[config.mk]
export PLATFORM = sky130hd
export DESIGN_NAME = gate_vector_sequencer_flat
export DESIGN_NICKNAME = d
export VERILOG_FILES = /design/src/rtl/gate_vector_sequencer_pkg.sv /design/src/rtl/gate_vector_sequencer_if.sv /design/src/rtl/gate_vector_sequencer_golden_model.sv /design/src/rtl/gate_vector_sequencer.sv /design/src/flat_wrapper.sv
export SDC_FILE = /design/constraint.sdc
export NUM_CORES = 1
export LEC_CHECK = 0
export CORE_UTILIZATION = 51
export DETAILED_ROUTE_END_ITERATION = 8
export HOLD_SLACK_MARGIN = 0.1
export PLACE_DENSITY = 0.82
export REMOVE_ABC_BUFFERS = 1
export SETUP_SLACK_MARGIN = 0.3
export SYNTH_ARGS = -nofsm -noshare
export SYNTH_HDL_FRONTEND = slang
export SYNTH_HIERARCHICAL = 1
export SYNTH_SLANG_ARGS = --single-unit
[constraint.sdc]
create_clock -name clk -period 4.2 [get_ports clk]
set_input_delay 0.63 -clock clk [delete_from_list [all_inputs] [get_ports clk]]
set_output_delay 0.63 -clock clk [all_outputs]
set_load 0.1 [all_outputs]
[src/rtl/gate_vector_sequencer_pkg.sv]
// rtl/gate_vector_sequencer_pkg.sv - shared constants and state type for the gate vector sequencer
package gate_test_pkg;

  localparam int AND_BIT  = 0;
  localparam int OR_BIT   = 1;
  localparam int NOT_BIT  = 2;
  localparam int NAND_BIT = 3;
  localparam int NOR_BIT  = 4;
  localparam int XOR_BIT  = 5;
  localparam int XNOR_BIT = 6;

  localparam int NUM_VECTORS = 4;
  localparam int NUM_GATES   = 7;

  typedef enum logic [1:0] {
    ST_IDLE,
    ST_APPLY,
    ST_FINISH
  } state_e;

endpackage

[src/rtl/gate_vector_sequencer_if.sv]
// rtl/gate_vector_sequencer_if.sv - sequencer control/result and gate-block signals
interface gate_vector_sequencer_if;
  import gate_test_pkg::*;

  logic                   start;
  logic                   a;
  logic                   b;
  logic [NUM_GATES-1:0]   gate_out;
  logic                   busy;
  logic                   done;
  logic                   pass;
  logic [NUM_VECTORS-1:0] err_mask;
  logic [NUM_GATES-1:0]   fail_bits;

  modport master (
    input  start, gate_out,
    output a, b, busy, done, pass, err_mask, fail_bits
  );

  modport slave (
    output start, gate_out,
    input  a, b, busy, done, pass, err_mask, fail_bits
  );

endinterface

[src/rtl/gate_vector_sequencer_golden_model.sv]
// rtl/gate_vector_sequencer_golden_model.sv - expected outputs of the two-input basic-gate block
module gate_golden_model
  import gate_test_pkg::*;
(
  input  logic                 a,
  input  logic                 b,
  output logic [NUM_GATES-1:0] expected
);

  always_comb begin
    expected           = '0;
    expected[AND_BIT]  = a & b;
    expected[OR_BIT]   = a | b;
    expected[NOT_BIT]  = ~a;
    expected[NAND_BIT] = ~(a & b);
    expected[NOR_BIT]  = ~(a | b);
    expected[XOR_BIT]  = a ^ b;
    expected[XNOR_BIT] = ~(a ^ b);
  end

endmodule

[src/rtl/gate_vector_sequencer.sv]
// rtl/gate_vector_sequencer.sv - walks a/b through 00..11, samples gate outputs, reports mismatches
module gate_vector_sequencer
  import gate_test_pkg::*;
#(
  parameter int HOLD_CYCLES = 4
) (
  input  logic                     clk,
  input  logic                     rst,
  gate_vector_sequencer_if.master  bus
);

  localparam int HCW = (HOLD_CYCLES > 1) ? $clog2(HOLD_CYCLES) : 1;
  localparam logic [HCW-1:0] HCNT_RELOAD = HCW'(HOLD_CYCLES - 1);

  state_e                 state_q, state_d;
  logic [1:0]             vec_q, vec_d;
  logic [HCW-1:0]         hcnt_q, hcnt_d;
  logic                   a_q, a_d;
  logic                   b_q, b_d;
  logic                   pass_q, pass_d;
  logic [NUM_VECTORS-1:0] err_q, err_d;
  logic [NUM_GATES-1:0]   fail_q, fail_d;

  logic [NUM_GATES-1:0]   golden;
  logic [NUM_GATES-1:0]   mismatch;

  // Golden is driven from the registered a/b so it matches what the gate block sees.
  gate_golden_model u_golden (
    .a        (a_q),
    .b        (b_q),
    .expected (golden)
  );

  assign mismatch = golden ^ bus.gate_out;

  always_comb begin
    state_d = state_q;
    vec_d   = vec_q;
    hcnt_d  = hcnt_q;
    a_d     = a_q;
    b_d     = b_q;
    pass_d  = pass_q;
    err_d   = err_q;
    fail_d  = fail_q;

    case (state_q)
      ST_IDLE, ST_FINISH: begin
        a_d     = 1'b0;
        b_d     = 1'b0;
        state_d = ST_IDLE;
        if (bus.start) begin
          state_d = ST_APPLY;
          vec_d   = 2'd0;
          hcnt_d  = HCNT_RELOAD;
          pass_d  = 1'b0;
          err_d   = '0;
          fail_d  = '0;
        end
      end

      ST_APPLY: begin
        if (hcnt_q != '0) begin
          hcnt_d = hcnt_q - HCW'(1);
        end else begin
          fail_d = fail_q | mismatch;
          if (|mismatch) begin
            err_d[vec_q] = 1'b1;
          end
          if (vec_q == 2'd3) begin
            // Results land together with the move to FINISH so they are valid during done.
            state_d = ST_FINISH;
            pass_d  = ((fail_q | mismatch) == '0);
            a_d     = 1'b0;
            b_d     = 1'b0;
          end else begin
            vec_d      = vec_q + 2'd1;
            {a_d, b_d} = vec_q + 2'd1;
            hcnt_d     = HCNT_RELOAD;
          end
        end
      end

      default: begin
        state_d = ST_IDLE;
        a_d     = 1'b0;
        b_d     = 1'b0;
      end
    endcase
  end

  always_ff @(posedge clk or posedge rst) begin
    if (rst) begin
      state_q <= ST_IDLE;
      vec_q   <= 2'd0;
      hcnt_q  <= '0;
      a_q     <= 1'b0;
      b_q     <= 1'b0;
      pass_q  <= 1'b0;
      err_q   <= '0;
      fail_q  <= '0;
    end else begin
      state_q <= state_d;
      vec_q   <= vec_d;
      hcnt_q  <= hcnt_d;
      a_q     <= a_d;
      b_q     <= b_d;
      pass_q  <= pass_d;
      err_q   <= err_d;
      fail_q  <= fail_d;
    end
  end

  assign bus.a         = a_q;
  assign bus.b         = b_q;
  assign bus.busy      = (state_q == ST_APPLY);
  assign bus.done      = (state_q == ST_FINISH);
  assign bus.pass      = pass_q;
  assign bus.err_mask  = err_q;
  assign bus.fail_bits = fail_q;

endmodule

[src/flat_wrapper.sv]
// flat-port wrapper written by rule: the top's interface ports become plain ports
module gate_vector_sequencer_flat import gate_test_pkg::*;
#(
  parameter int HOLD_CYCLES = 4
)
  (clk, rst, bus_start, bus_gate_out, bus_a, bus_b, bus_busy, bus_done, bus_pass, bus_err_mask, bus_fail_bits);
  gate_vector_sequencer_if bus_i ();
  input  logic clk;
  input  logic rst;
  input wire logic [$bits(bus_i.start)-1:0] bus_start;
  input wire logic [$bits(bus_i.gate_out)-1:0] bus_gate_out;
  output wire logic [$bits(bus_i.a)-1:0] bus_a;
  output wire logic [$bits(bus_i.b)-1:0] bus_b;
  output wire logic [$bits(bus_i.busy)-1:0] bus_busy;
  output wire logic [$bits(bus_i.done)-1:0] bus_done;
  output wire logic [$bits(bus_i.pass)-1:0] bus_pass;
  output wire logic [$bits(bus_i.err_mask)-1:0] bus_err_mask;
  output wire logic [$bits(bus_i.fail_bits)-1:0] bus_fail_bits;
  assign bus_i.start = bus_start;
  assign bus_i.gate_out = bus_gate_out;
  assign bus_a = bus_i.a;
  assign bus_b = bus_i.b;
  assign bus_busy = bus_i.busy;
  assign bus_done = bus_i.done;
  assign bus_pass = bus_i.pass;
  assign bus_err_mask = bus_i.err_mask;
  assign bus_fail_bits = bus_i.fail_bits;
  gate_vector_sequencer #(.HOLD_CYCLES(HOLD_CYCLES)) u_core (.clk(clk), .rst(rst), .bus(bus_i));
endmodule
## Word level (Yosys, flattened, before mapping)

Index checks and enable logic that the tools add are counted.

- Register bits: 20
- Input bits: 10
- Output and inout bits: 16
- Word-level logic and storage cells: 75

- Magnitude comparators: 2
- Equal/unequal tests: 9
- Bitwise logic cells: 10
- Add/sub/neg operators: 2
- Muxes and demuxes: 31
- Reduce and logical (&&, ||, !) cells: 13

Operators by type and width:

| operator | count |
|---|---|
| 2-bit 2-to-1 mux | 8 |
| 7-bit 2-to-1 mux | 2 |
| 7-bit one-hot mux with 2 select lines | 1 |
| 4-bit 2-to-1 mux | 3 |
| 2-bit one-hot mux with 2 select lines | 3 |
| 4-bit AND reduction | 3 |
| 1-bit 2-to-1 mux | 11 |
| 4-bit one-hot mux with 2 select lines | 1 |
| 7-bit logical NOT | 1 |
| 7-bit OR | 1 |
| 7-bit OR reduction | 1 |
| 7-bit bitwise XOR | 1 |
| 2-bit != test, second input constant | 3 |
| 3-bit AND reduction | 2 |
| 2-bit == test, second input constant | 2 |
| 2-bit by 1-bit != test with 1-bit output, second input constant | 2 |
| 1-bit inverter | 4 |
| 4-bit OR | 1 |
| 2-bit nonzero test | 2 |
| 2-bit by 3-bit < comparator with 1-bit output, second input constant | 1 |
| 3-bit by 2-bit != test with 1-bit output, second input constant | 1 |
| 2-bit by 1-bit adder with 2-bit output, second input constant | 1 |
| 1-bit demux with 2-bit select | 1 |
| 2-bit by 1-bit == test with 1-bit output, second input constant | 1 |
| other kinds (10) | 10 |

## Depth between registers and ports, before layout

Gate-level depths: netlist of the first run.

- Depth in word-level cells: 8
- Mapped depth: 7
- Mapped depth without buffers: 7

## By module

Netlist of the first run, hierarchy kept.

Modules (own cells, without submodules):

| module | area an instance (sq um) | cells an instance | seq. area each (sq um) | times used |
|---|---|---|---|---|
| gate_vector_sequencer | 993.5 | 94 | 500.5 | 1 |
| gate_golden_model | 68.8 | 9 | 0.0 | 1 |

## Worst setup path before layout of the first run

Ideal clock, no wire load.

- Path kind: reg2reg
- Start: reg u_core.a_q (netlist: u_core/bus.a)
- End: reg u_core.err_q[0] (netlist: u_core/bus.err_mask[0])
- Library setup time: 123 ps
- Data arrival time: 2352 ps
- Path slack: 1725 ps
- Required time: 4077 ps
- Cell stages (with the launch flop): 8
- Period minus slack after synthesis: 2475 ps
- Buffers on the path: 0
- Path through: dfrtp_1 > inv_1 > ha_1 > inv_1 > xor2_1 > nor4_4 > nand3_2 > a32o_2

- Elaborated cells between the ends (all ways): 11
- Classes of those cells: 1 x eq/ne; 8 x bitwise; 2 x reduce/logical

RTL lines:

| element | line | RTL |
|---|---|---|
| from (decl) | gate_vector_sequencer.sv:18 | `logic a_q, a_d;` |
| from (signal assigned) | gate_vector_sequencer.sv:96 | `a_q <= 1'b0;` |
| from (signal assigned) | gate_vector_sequencer.sv:105 | `a_q <= a_d;` |
| 1-bit inverter | gate_vector_sequencer_golden_model.sv:14 | `expected[NOT_BIT] = ~a;` |
| via u_core.golden[2] | gate_vector_sequencer.sv:24 | `logic [NUM_GATES-1:0] golden;` |
| 7-bit bitwise XOR | gate_vector_sequencer.sv:34 | `assign mismatch = golden ^ bus.gate_out;` |
| 7-bit OR reduction | gate_vector_sequencer.sv:66 | `if (\|mismatch) begin` |
| 2-bit by 1-bit != test with 1-bit output (no line) | - |  |
| 4-bit AND reduction (no line) | - |  |
| to (signal assigned) | gate_vector_sequencer.sv:108 | `err_q <= err_d;` |
| to (decl) | gate_vector_sequencer.sv:21 | `logic [NUM_VECTORS-1:0] err_q, err_d;` |

The timed path passes the listed nets, and every way through them passes these cells.
A chain may end at the register's enable or synchronous reset.

## Worst setup path in the final report of the first run

- Start: reg u_core.state_q[1]
- End: out bus_busy

- Word-level cells in the longest chain between the ends: 1

Ends and longest elaborated chain:

| element | line | RTL |
|---|---|---|
| from (decl) | gate_vector_sequencer.sv:15 | `state_e state_q, state_d;` |
| from (signal assigned) | gate_vector_sequencer.sv:102 | `state_q <= state_d;` |
| 2-bit by 1-bit == test with 1-bit output | gate_vector_sequencer.sv:115 | `assign bus.busy = (state_q == ST_APPLY);` |
| to (decl) | flat_wrapper.sv:14 | `output wire logic [$bits(bus_i.busy)-1:0] bus_busy;` |

No other way between the ends.

==> results of run 1 <==
-- worst max-delay path, cell delays in order, from the launching register on --
cell and delay [ns]:
dfrtp_1 0.39, nand2b_1 0.24, inv_2 0.13, clkdlybuf4s50_1 1.14
-- cell type report --
class | instances | area (sq um) | area share
well taps | 27 | 33.8 | 0.0249
repair buffers | 25 | 250 | 0.185
multi-input cells | 69 | 507 | 0.374
inverters | 11 | 41.3 | 0.0305
flip-flops and latches | 20 | 500 | 0.369
clock buffers | 3 | 22.5 | 0.0166
-- flip-flops by register name, summed over array words and instances, names as in the netlist --
name                  count
u_core/bus.err_mask       4
u_core/state_q            2
u_core/vec_q              2
u_core/bus.pass           1
u_core/bus.b              1
u_core/hcnt_q             2
u_core/bus.fail_bits      7
u_core/bus.a              1
-- path summary, 6_finish.rpt --
kind	startpoint	endpoint	slack, ns	depth (start not counted)
min	u_core/hcnt_q[0]$_DFFE_PP0P_	u_core/hcnt_q[0]$_DFFE_PP0P_	0.48	1
min reg2reg	u_core/hcnt_q[0]$_DFFE_PP0P_	u_core/hcnt_q[0]$_DFFE_PP0P_	0.48	1
max	u_core/state_q[1]$_DFFE_PP0P_	bus_busy	1.38	3
min in group asynchronous	rst	u_core/state_q[1]$_DFFE_PP0P_	0.76	2
max in group asynchronous	rst	u_core/bus.fail_bits[4]$_DFFE_PP0P_	2.96	2
max reg2reg	u_core/bus.a$_DFFE_PP0P_	u_core/bus.err_mask[2]$_DFFE_PP0P_	2.25	7
-- cell usage in the layout (no fill, tap or decap), drive strengths merged, types with 3 or more instances in the layout --
master	count
clkdlybuf4s50	25
a21oi	11
inv	11
nand2	3
a32o	4
nor2	12
ha	9
nor3	3
xor2	6
dfrtp	20
nand2b	3
clkbuf	3
-- layer usage --
layer,wire length [um],part of all wire,GRT usage
met5,0,0,0
met4,12,0.0057,0.0667
met3,99,0.047,0.0453
met2,1090,0.51,0.367
met1,919,0.43,0.257
-- logic make-up (layout without fill, tap and decap cells) --
group | Yosys count | after routing | share of synthesized area
and+or+nand+nor | 30 | 30 | 0.157
xor gates and xnor gates | 7 | 7 | 0.0577
DFF | 20 | 20 | 0.471
adders and majority gates | 9 | 9 | 0.106
AOI/OAI and AO/OA | 21 | 21 | 0.138
muxes | 2 | 2 | 0.0188
buffers and inverters | 14 | 39 | 0.0518
-- metrics by stage --
stage	setup WS [ns]	hold slack (ns)
6_report	1.38	0.479
5_1_grt	1.28	0.507
4_1_cts	1.36	0.488
3_5_place_dp	1.70	0.474
3_3_place_gp	1.75	0.456
2_1_floorplan	1.73	0.443
==> impl_metrics.toml, run 1 <==
[sta]
min_period_ns = 2.82
max_clock_freq_ghz = 0.355
maxSlewHeadroom = 0.347
hold_viol = 0
worst_pin_slew_ns = 0.976
finalSetupViolCount = 0
finalCritPeriodShare = 0.671
drv_slew = 0
rsz0062_at_grt = "false"
skew_ns = 0.00431
setup_tns_ns = 0

[logic_synthesis]
synth_edf_count = 0
yosys-top-cells-area = "dfrtp_1 47%, ha_1 11%, a21oi_1 5.2%"
synth_ff_type = "dfrtp_1"
netlist_instances = 103
synth_top_cell_by_area = "dfrtp_1"
async_flop_share = 1.00
avgSynthCellArea_sq_um = 10.3
synth.top_cell.area_share = 0.471
synth.distinct_cells = 29
yosysMostFrequentCell = "dfrtp_1"
netlist_top_cells_count = "20 x dfrtp_1, 12 x nor2_1, 11 x a21oi_1"
yosysWarnings = 6
ys_seq_area_frac = 0.471
netlist_area_sq_mm = 0.00106
yosys_register_bits = 20

[global_routing]
overflow = 0
grt_pass1_vias = 744
grt_pass1_wl_mm = 3.24
grt_usage = 0.209
grt_max_degree = 21
grt_antenna_before_repair = 0

[die]
fp.dieArea_sq_mm = 0.00227
rows = 16
die_y_um = 47.6
num_io_pins = 26
coreArea_sq_mm = 0.00196
initial_core_util = 0.541
die_x_um = 47.6

[setup_path]
cp-start-kind = "flip-flop"
crit_arrival_ns = 2.19
cp-end-kind = "primary output"
required_ns = 3.57
critPathKind = "flip-flop to primary output"
critPathMaxFanout = 6

[routing]
first_pass_iters = 4
wl_mm = 2.12
postRouteAntennaNets = 0
drcViolationCount = 0
drt_iter0_drc = 10
wl_per_cell_um = 13.7
vias_per_cell = 5.37
vias = 833

[cells_and_area]
antenna_cells = 0
area_growth_pct = 27.6
final_cell_count_no_fill = 155
fin_area_sq_mm = 0.00136
post-route-util = 0.691
fill_cells = 177
drive_above_1_share = 0.0781
fin_nets = 149

[clock_network]
htree_levels = 1
cts_buffer_depth = 2
postCtsSetupRepairBufs = 0
cts_root_buf = "clkbuf_4"
cts_sinks = 20
cts_tree = "built"
clk_pin_slew_ns = 0.10
cts_buffers = 3
clock_latency_ns = 0.29
cts-resized-gates = 0
hold_buffers = 0

[place]
dp_hpwl_mm = 1.61
gp_congestion = 0.798
dp.cells = 152
portBuffers = 25
place_area_sq_mm = 0.00133

[flow_run]
drv_cap = 0

[outcome]
outcome = "completed"

[hold_path]
hp-class = "flip-flop to flip-flop"
Power of run 1 is left out: the tool's default activity adds up to more than one toggle a clock period on the data nets, which glitch-free logic cannot reach.
==> inputs of run 2 (changes only) <==
Settings changed: CORE_UTILIZATION 51 to 43, PLACE_DENSITY 0.82 to 0.74.
Clock period 4.2 ns to 2.35 ns, I/O delays scaled along.
==> impl_metrics.toml, run 2 (synthesis results as in run 1) <==
[place]
gp_congestion = 0.801
dp_hpwl_mm = 1.72
portBuffers = 25
place_area_sq_mm = 0.00131
dp.cells = 155

[clock_network]
cts_root_buf = "clkbuf_4"
clock_latency_ns = 0.31
postCtsSetupRepairBufs = 0
cts_buffer_depth = 2
cts_tree = "built"
clk_pin_slew_ns = 0.12
htree_levels = 1
cts_buffers = 3
cts_sinks = 20
cts-resized-gates = 0
hold_buffers = 0

[routing]
wl_mm = 2.26
vias_per_cell = 5.21
vias = 828
postRouteAntennaNets = 0
wl_per_cell_um = 14.2
first_pass_iters = 4
drt_iter0_drc = 10
drcViolationCount = 0

[die]
die_y_um = 51.7
initial_core_util = 0.467
coreArea_sq_mm = 0.00228
die_x_um = 51.7
fp.dieArea_sq_mm = 0.00267
num_io_pins = 26
rows = 17

[sta]
finalSetupViolCount = 0
maxSlewHeadroom = 0.489
hold_viol = 0
min_period_ns = 1.87
drv_slew = 0
rsz0062_at_grt = "false"
finalCritPeriodShare = 0.798
skew_ns = 0.00930
max_clock_freq_ghz = 0.533
worst_pin_slew_ns = 0.766

[cells_and_area]
final_common_cell = "dfrtp_1"
final_cell_count_no_fill = 159
drive_above_1_share = 0.229
post-route-util = 0.599
area_growth_pct = 28.3
antenna_cells = 0
fin_nets = 151
largest_reg_flops = 7
mostFrequentLayoutCells = "19 x dfrtp_1, 18 x buf_4, 12 x nor2_1"
fin_area_sq_mm = 0.00136

[setup_path]
required_ns = 2.56
critPathMaxFanout = 5
cp-end-kind = "flip-flop"
critPathKind = "flip-flop to flip-flop"
crit_arrival_ns = 2.08
cp-start-kind = "flip-flop"

[global_routing]
grt_usage = 0.200
overflow = 0
grt_pass1_wl_mm = 3.89
grt_pass1_vias = 848
grt_antenna_before_repair = 0
grt_max_degree = 21

[flow_run]
drv_cap = 0

[outcome]
outcome = "completed"

[hold_path]
hp-class = "input pin to async pin"
-- run 2: changes by cell type in the layout (fill, tap and decap cells not counted), sizes merged --
cell / previous run / this run
buf: 0 / 18
bufinv: 0 / 1
clkdlybuf4s50: 25 / 9
-- run 2: stage by stage --
| step | setup TNS [ns] | hold slack, ns | setup WS (ns) |
|---|---|---|---|
| final | 0 | 0.462 | 0.475 |
| after global routing | 0 | 0.533 | 0.342 |
| after CTS | 0 | 0.489 | 0.418 |
| after detailed placement | 0 | 0.472 | 0.440 |
| after global placement | 0 | 0.459 | 0.489 |
| after floorplan | -0.464 | 0.316 | -0.125 |
-- run 2: critical path, stage by stage (launching register included) --
cell and delay (ns):
dfrtp_1 0.43, inv_1 0.09, ha_1 0.31, inv_1 0.06, xor2_1 0.17, nor4_4 0.23
nand3_2 0.18, a32o_2 0.32
-- run 2: path summary, 6_finish.rpt --
check,from,endpoint,slack (ns),cells after the start
max,u_core/bus.b$_DFFE_PP0P_,u_core/bus.err_mask[1]$_DFFE_PP0P_,0.48,7
max reg2reg,u_core/bus.b$_DFFE_PP0P_,u_core/bus.err_mask[1]$_DFFE_PP0P_,0.48,7
min in group clk,u_core/hcnt_q[0]$_DFFE_PP0P_,u_core/hcnt_q[0]$_DFFE_PP0P_,0.48,1
max in group asynchronous,rst,u_core/bus.a$_DFFE_PP0P_,1.35,2
min,rst,u_core/state_q[1]$_DFFE_PP0P_,0.46,2
min reg2reg,u_core/hcnt_q[0]$_DFFE_PP0P_,u_core/hcnt_q[0]$_DFFE_PP0P_,0.48,1
-- run 2: layer usage --
metal	vias to the layer above	global-route usage	part of all wire
li1	404	-	-
met1	399	0.254	0.44
met2	23	0.344	0.49
met3	2	0.0322	0.055
met4	0	0.0676	0.011
met5	-	0	0
-- run 2: area by class of cell --
class                   instances  area (sq um)
repair buffers                 27           225
clock inverters                 1          30.0
clock buffers                   3          22.5
fillers                       198           913
well taps                      28          35.0
flip-flops and latches         20           502
inverters                      11          41.3
multi-input cells              69           507
Power of run 2 is left out for the same reason.
==> inputs of run 3 (changes only) <==
Settings changed: CORE_UTILIZATION 43 to 48, PLACE_DENSITY 0.74 to 0.78.
Clock period 2.35 ns to 1.9 ns, I/O delays scaled along.
==> impl_metrics.toml, run 3 (synthesis results as in run 1) <==
[outcome]
outcome = "completed"

[place]
place_ws_ns = 0.0692
portBuffers = 25
place_area_sq_mm = 0.00136
gp_congestion = 0.764
dp_hpwl_mm = 1.72

[global_routing]
grt_max_degree = 21
grt_pass1_wl_mm = 4.11
grt_pass1_vias = 880
grt_antenna_before_repair = 0
grt_usage = 0.229
overflow = 0

[cells_and_area]
final_common_cell = "buf_4"
mostFrequentLayoutCells = "21 x buf_4, 20 x dfrtp_1, 12 x nor2_1"
largest_reg_flops = 7
area_growth_pct = 43.6
antenna_cells = 0
fin_nets = 158
drive_above_1_share = 0.355
fin_area_sq_mm = 0.00153

[setup_path]
critPathMaxFanout = 5
r2r_cells = 7
cp-end-kind = "flip-flop"
r2r-end = "u_core/bus.err_mask[0]$_DFFE_PP0P_"
crit_arrival_ns = 1.91
critPathKind = "flip-flop to flip-flop"
max_stage_delay_ns = 0.42
required_ns = 2.10
cp_slowest_cell = "dfrtp_1"
worstReg2RegStart = "u_core/bus.a$_DFFE_PP0P_"
path_cells = "inv_2 -> ha_4 -> buf_4 -> xor2_2 -> nor2_1 -> nand3_2 -> a32o_2"
cp-start-kind = "flip-flop"
reg2reg_slack_ns = 0.18

[clock_network]
clk_pin_slew_ns = 0.12
cts_tree = "built"
clock_latency_ns = 0.29
cts_buffer_depth = 2
cts_buffers = 3
htree_levels = 1
cts_sinks = 20
cts_root_buf = "clkbuf_4"
hold_buffers = 0

[sta]
finalSetupViolCount = 0
rsz0062_at_grt = "true"
max_clock_freq_ghz = 0.583
skew_ns = 0.00109
min_period_ns = 1.72
drv_slew = 0
maxSlewHeadroom = 0.744
fin_ws_ns = 0.185
worst_pin_slew_ns = 0.383
finalCritPeriodShare = 0.903
hold_viol = 0

[routing]
vias = 886
first_pass_iters = 5
vias_per_cell = 5.37
wl_per_cell_um = 16.1
drt_iter0_drc = 45
drcViolationCount = 0
postRouteAntennaNets = 0
wl_mm = 2.65

[die]
die_x_um = 49.0
rows = 16
num_io_pins = 26
coreArea_sq_mm = 0.00202
die_y_um = 49.0
fp.dieArea_sq_mm = 0.00241
initial_core_util = 0.525

[flow_run]
drv_cap = 0

[hold_path]
hp-class = "input pin to async pin"
[run 3: cell count changes in the layout (fill, tap and decap cells not counted), sizes merged]
cell    previous run  this run
bufinv             1         0
clkbuf             3         4
buf               18        25
[run 3: layout make-up]
type | count | area (sq um)
multi-input combinational | 69 | 592
sequential | 20 | 500
fill | 133 | 497
timing repair buffer | 34 | 319
inverter | 11 | 43.8
clock buffer | 4 | 36.3
tap | 27 | 33.8
[run 3: worst max path at each step]
stage,start,cells after the start,endpoint
floorplan,u_core/bus.a$_DFFE_PP0P_,7,u_core/bus.err_mask[0]$_DFFE_PP0P_
detailed placement,u_core/bus.b$_DFFE_PP0P_,7,u_core/bus.err_mask[2]$_DFFE_PP0P_
finish,u_core/bus.a$_DFFE_PP0P_,7,u_core/bus.err_mask[0]$_DFFE_PP0P_
CTS,u_core/bus.a$_DFFE_PP0P_,7,u_core/bus.err_mask[2]$_DFFE_PP0P_
global placement,u_core/bus.b$_DFFE_PP0P_,7,u_core/bus.err_mask[1]$_DFFE_PP0P_
global route,u_core/bus.a$_DFFE_PP0P_,7,u_core/bus.err_mask[0]$_DFFE_PP0P_
[run 3: critical path, delay by kind of cell (launching register included)]
kind / cells / cell delay [ns]
flops: 1 / 0.42
simple gates: 2 / 0.28
buf+inv: 2 / 0.25
compound gates: 1 / 0.30
fa+ha+maj: 1 / 0.21
xor+xnor: 1 / 0.14
[run 3: what timing repair did]
item / in CTS / in global routing
gates resized for setup: 5 / 13
pin swaps: 8 / 5
buffers inserted: 5 / 0
setup endpoints to repair: 5 / 12
[run 3: stage by stage]
stage | instances | TNS (ns) | hold slack [ns] | util
finish | 165 | 0 | 0.307 | 0.754
floorplan | 100 | -3.20 | 0.249 | -
global route | 165 | 0 | 0.329 | 0.754
CTS | 165 | 0 | 0.315 | 0.719
global placement | 156 | 0 | 0.458 | 0.673
detailed placement | 156 | 0 | 0.473 | 0.673
[run 3: metal layers]
metal / track usage / share of wire / vias up
met2: 0.400 / 0.50 / 44
met4: 0.0686 / 0.032 / 0
met3: 0.0343 / 0.056 / 10
met5: 0 / 0 / -
li1: - / - / 419
met1: 0.291 / 0.41 / 413
Power of run 3 is left out for the same reason.
==> variant: new RTL, config.mk and constraints of run 2 <==
Set the package constant `NUM_GATES` to 14 (it was 7).
--- a/src/rtl/gate_vector_sequencer_pkg.sv
+++ b/src/rtl/gate_vector_sequencer_pkg.sv
@@ -11,5 +11,5 @@
 
   localparam int NUM_VECTORS = 4;
-  localparam int NUM_GATES   = 7;
+  localparam int NUM_GATES   = 14;
 
   typedef enum logic [1:0] {
Ports: changed (resized bus_fail_bits and bus_gate_out); port bits go from 26 to 40. The function was not compared with the original's and may differ.
==> variant against run 2 <==
  * Sequential cell count grew 7
  * Final area grew 36%
  * Setup slack lost 0.13 ns
  * First-iteration DRC count grew to 2.7 times the old value
  * Die area grew 33%
  * Wire length grew 42%
  * Area after synthesis grew 34%
  * Maximum frequency shrank 6.4%
Power is left out: the tool's default activity adds up to more than one toggle a clock period on the data nets, which glitch-free logic cannot reach.
==> variant: results (changes against run 2) <==
<table>
<tr><th>Metric</th><th>Value</th></tr>
<tr><th colspan="2">Detailed routing</th></tr>
<tr><td>DR iter-0 viols</td><td>27 (+17)</td></tr>
<tr><td>Post-DR vias/cell</td><td>5.09 (-2.2%)</td></tr>
<tr><td>Detailed-route wire length per cell</td><td>14.1 um (-0.29%)</td></tr>
<tr><th colspan="2">STA</th></tr>
<tr><td>Setup WS post-layout</td><td>0.346 ns (-0.129 ns)</td></tr>
<tr><td>Max Clock Skew</td><td>0.0115 ns (+0.00219 ns)</td></tr>
<tr><th colspan="2">Setup path</th></tr>
<tr><td>Data arrival time of the critical path</td><td>2.23 ns (+0.15 ns)</td></tr>
<tr><td>Crit path from</td><td>u_core/bus.a</td></tr>
<tr><td>Endpoint of the worst register-to-register path</td><td>u_core/bus.err_mask[0]</td></tr>
<tr><td>Worst setup path endpoint</td><td>u_core/bus.err_mask[0]</td></tr>
<tr><th colspan="2">Placed design</th></tr>
<tr><td>PortBufs</td><td>39 (+56%)</td></tr>
<tr><td>Instance area at placement</td><td>1770 um2 (+36%)</td></tr>
<tr><td>Routability Congestion</td><td>0.748 (-6.6%)</td></tr>
<tr><td>Cell count after placement</td><td>221 (+43%)</td></tr>
<tr><th colspan="2">Global route</th></tr>
<tr><td>Wire length of the first global-routing pass</td><td>5.26 mm (+35%)</td></tr>
<tr><td>Maximum number of pins on one net before global-route repair</td><td>28 (+33%)</td></tr>
<tr><td>Via count of the first global-routing pass</td><td>1127 (+33%)</td></tr>
<tr><th colspan="2">Finish</th></tr>
<tr><td>Number of cells in the finished layout apart from fillers</td><td>227 (+43%)</td></tr>
<tr><td>Flip-flop count of the largest register, all copies and words added</td><td>14 (+7)</td></tr>
<tr><td>Layout cell share with drive strength beyond 1</td><td>0.208 (-0.0214)</td></tr>
<tr><th colspan="2">Logic synthesis</th></tr>
<tr><td>Count of cell types in the netlist</td><td>30 (+3.4%)</td></tr>
<tr><td>Cell types with the largest area share after synthesis</td><td>sky130_fd_sc_hd__dfrtp_1 47%, sky130_fd_sc_hd__xnor2_1 8.6%, sky130_fd_sc_hd__ha_1 7.9%</td></tr>
<tr><td>Register area share after synthesis</td><td>0.475 (+0.00337)</td></tr>
<tr><td>Cell count after synthesis</td><td>141 (+37%)</td></tr>
<tr><td>Most used standard cells in the synthesized netlist</td><td>27 x sky130_fd_sc_hd__dfrtp_1, 16 x sky130_fd_sc_hd__nand2_1, 15 x sky130_fd_sc_hd__o21ai_0</td></tr>
<tr><th colspan="2">Status</th></tr>
<tr><td>Run status</td><td>completed</td></tr>
<tr><th colspan="2">CTS</th></tr>
<tr><td>Clock-pin slew on the worst setup and hold paths</td><td>0.15 ns (+0.03 ns)</td></tr>
</table>
## variant: changes by cell type in the layout (fill, tap and decap cells not counted), sizes merged, moves of 6 or more
cell / before / now
xor2: 6 / 0
clkdlybuf4s50: 9 / 16
nor2: 12 / 5
o21ai: 2 / 15
conb: 0 / 7
buf: 18 / 27
a21oi: 11 / 3
nand2: 3 / 16
xnor2: 1 / 14
dfrtp: 20 / 27
## variant: layout make-up
class	instances	area (um2)
fillers	277	1260
flip-flops and latches	27	676
multi-input cells	97	673
repair buffers	43	363
well taps	44	55.1
inverters	12	50.0
clock buffers	3	22.5
clock inverters	1	7.51
## variant: cell families (layout without fill, tap and decap cells)
family,count (synthesis),in the layout,synth area share
and+or+nand+nor,35,35,0.126
AOI/OAI and AO/OA,30,30,0.130
DFF,27,27,0.475
buffers and inverters,23,59,0.0879
xor gates and xnor gates,14,14,0.0861
adders and majority gates,9,9,0.0791
muxes,2,2,0.0141
other,1,7,0.00263
## variant: what timing repair did
| item | 4_1_cts | 5_1_grt |
|---|---|---|
| pin swaps | 2 | 3 |
| setup buffers | 2 | 0 |
| setup endpoints to repair | 5 | 5 |
| gates resized for setup | 3 | 1 |
| gates cloned | 0 | 0 |
## variant: how the worst min path moves through the flow
| stage | slack (ns) | cells past startpoint | startpoint | end |
|---|---|---|---|---|
| 2_1_floorplan | 0.41 | 1 | rst | u_core/bus.a |
| 3_3_place_gp | 0.46 | 1 | u_core/hcnt_q[0] | u_core/hcnt_q[0] |
| 3_5_place_dp | 0.48 | 2 | u_core/bus.pass | u_core/bus.pass |
| 4_1_cts | 0.36 | 3 | rst | u_core/bus.err_mask[3] |
| 5_1_grt | 0.38 | 3 | rst | u_core/state_q[1] |
| 6_report | 0.36 | 3 | rst | u_core/state_q[0] |
## variant: routing by layer
layer,vias up,GRT usage,part of all wire
met3,8,0.0218,0.034
met1,571,0.246,0.42
li1,547,-,-
met5,-,0,0
met4,0,0.0930,0.029
met2,30,0.345,0.51
## variant: stage by stage
stage | hold WS [ns] | util
global route | 0.381 | 0.595
global placement | 0.464 | 0.572
CTS | 0.362 | 0.593
finish | 0.360 | 0.595
floorplan | 0.405 | -
detailed placement | 0.475 | 0.572
## variant: critical path, cell delays in order (launching register included)
cell and delay [ns]:
sky130_fd_sc_hd__dfrtp_1 0.43, sky130_fd_sc_hd__inv_2 0.11, sky130_fd_sc_hd__ha_4 0.22, sky130_fd_sc_hd__inv_1 0.10, sky130_fd_sc_hd__xnor2_2 0.12, sky130_fd_sc_hd__nand4_1 0.12
sky130_fd_sc_hd__or4_4 0.56, sky130_fd_sc_hd__a32o_1 0.24
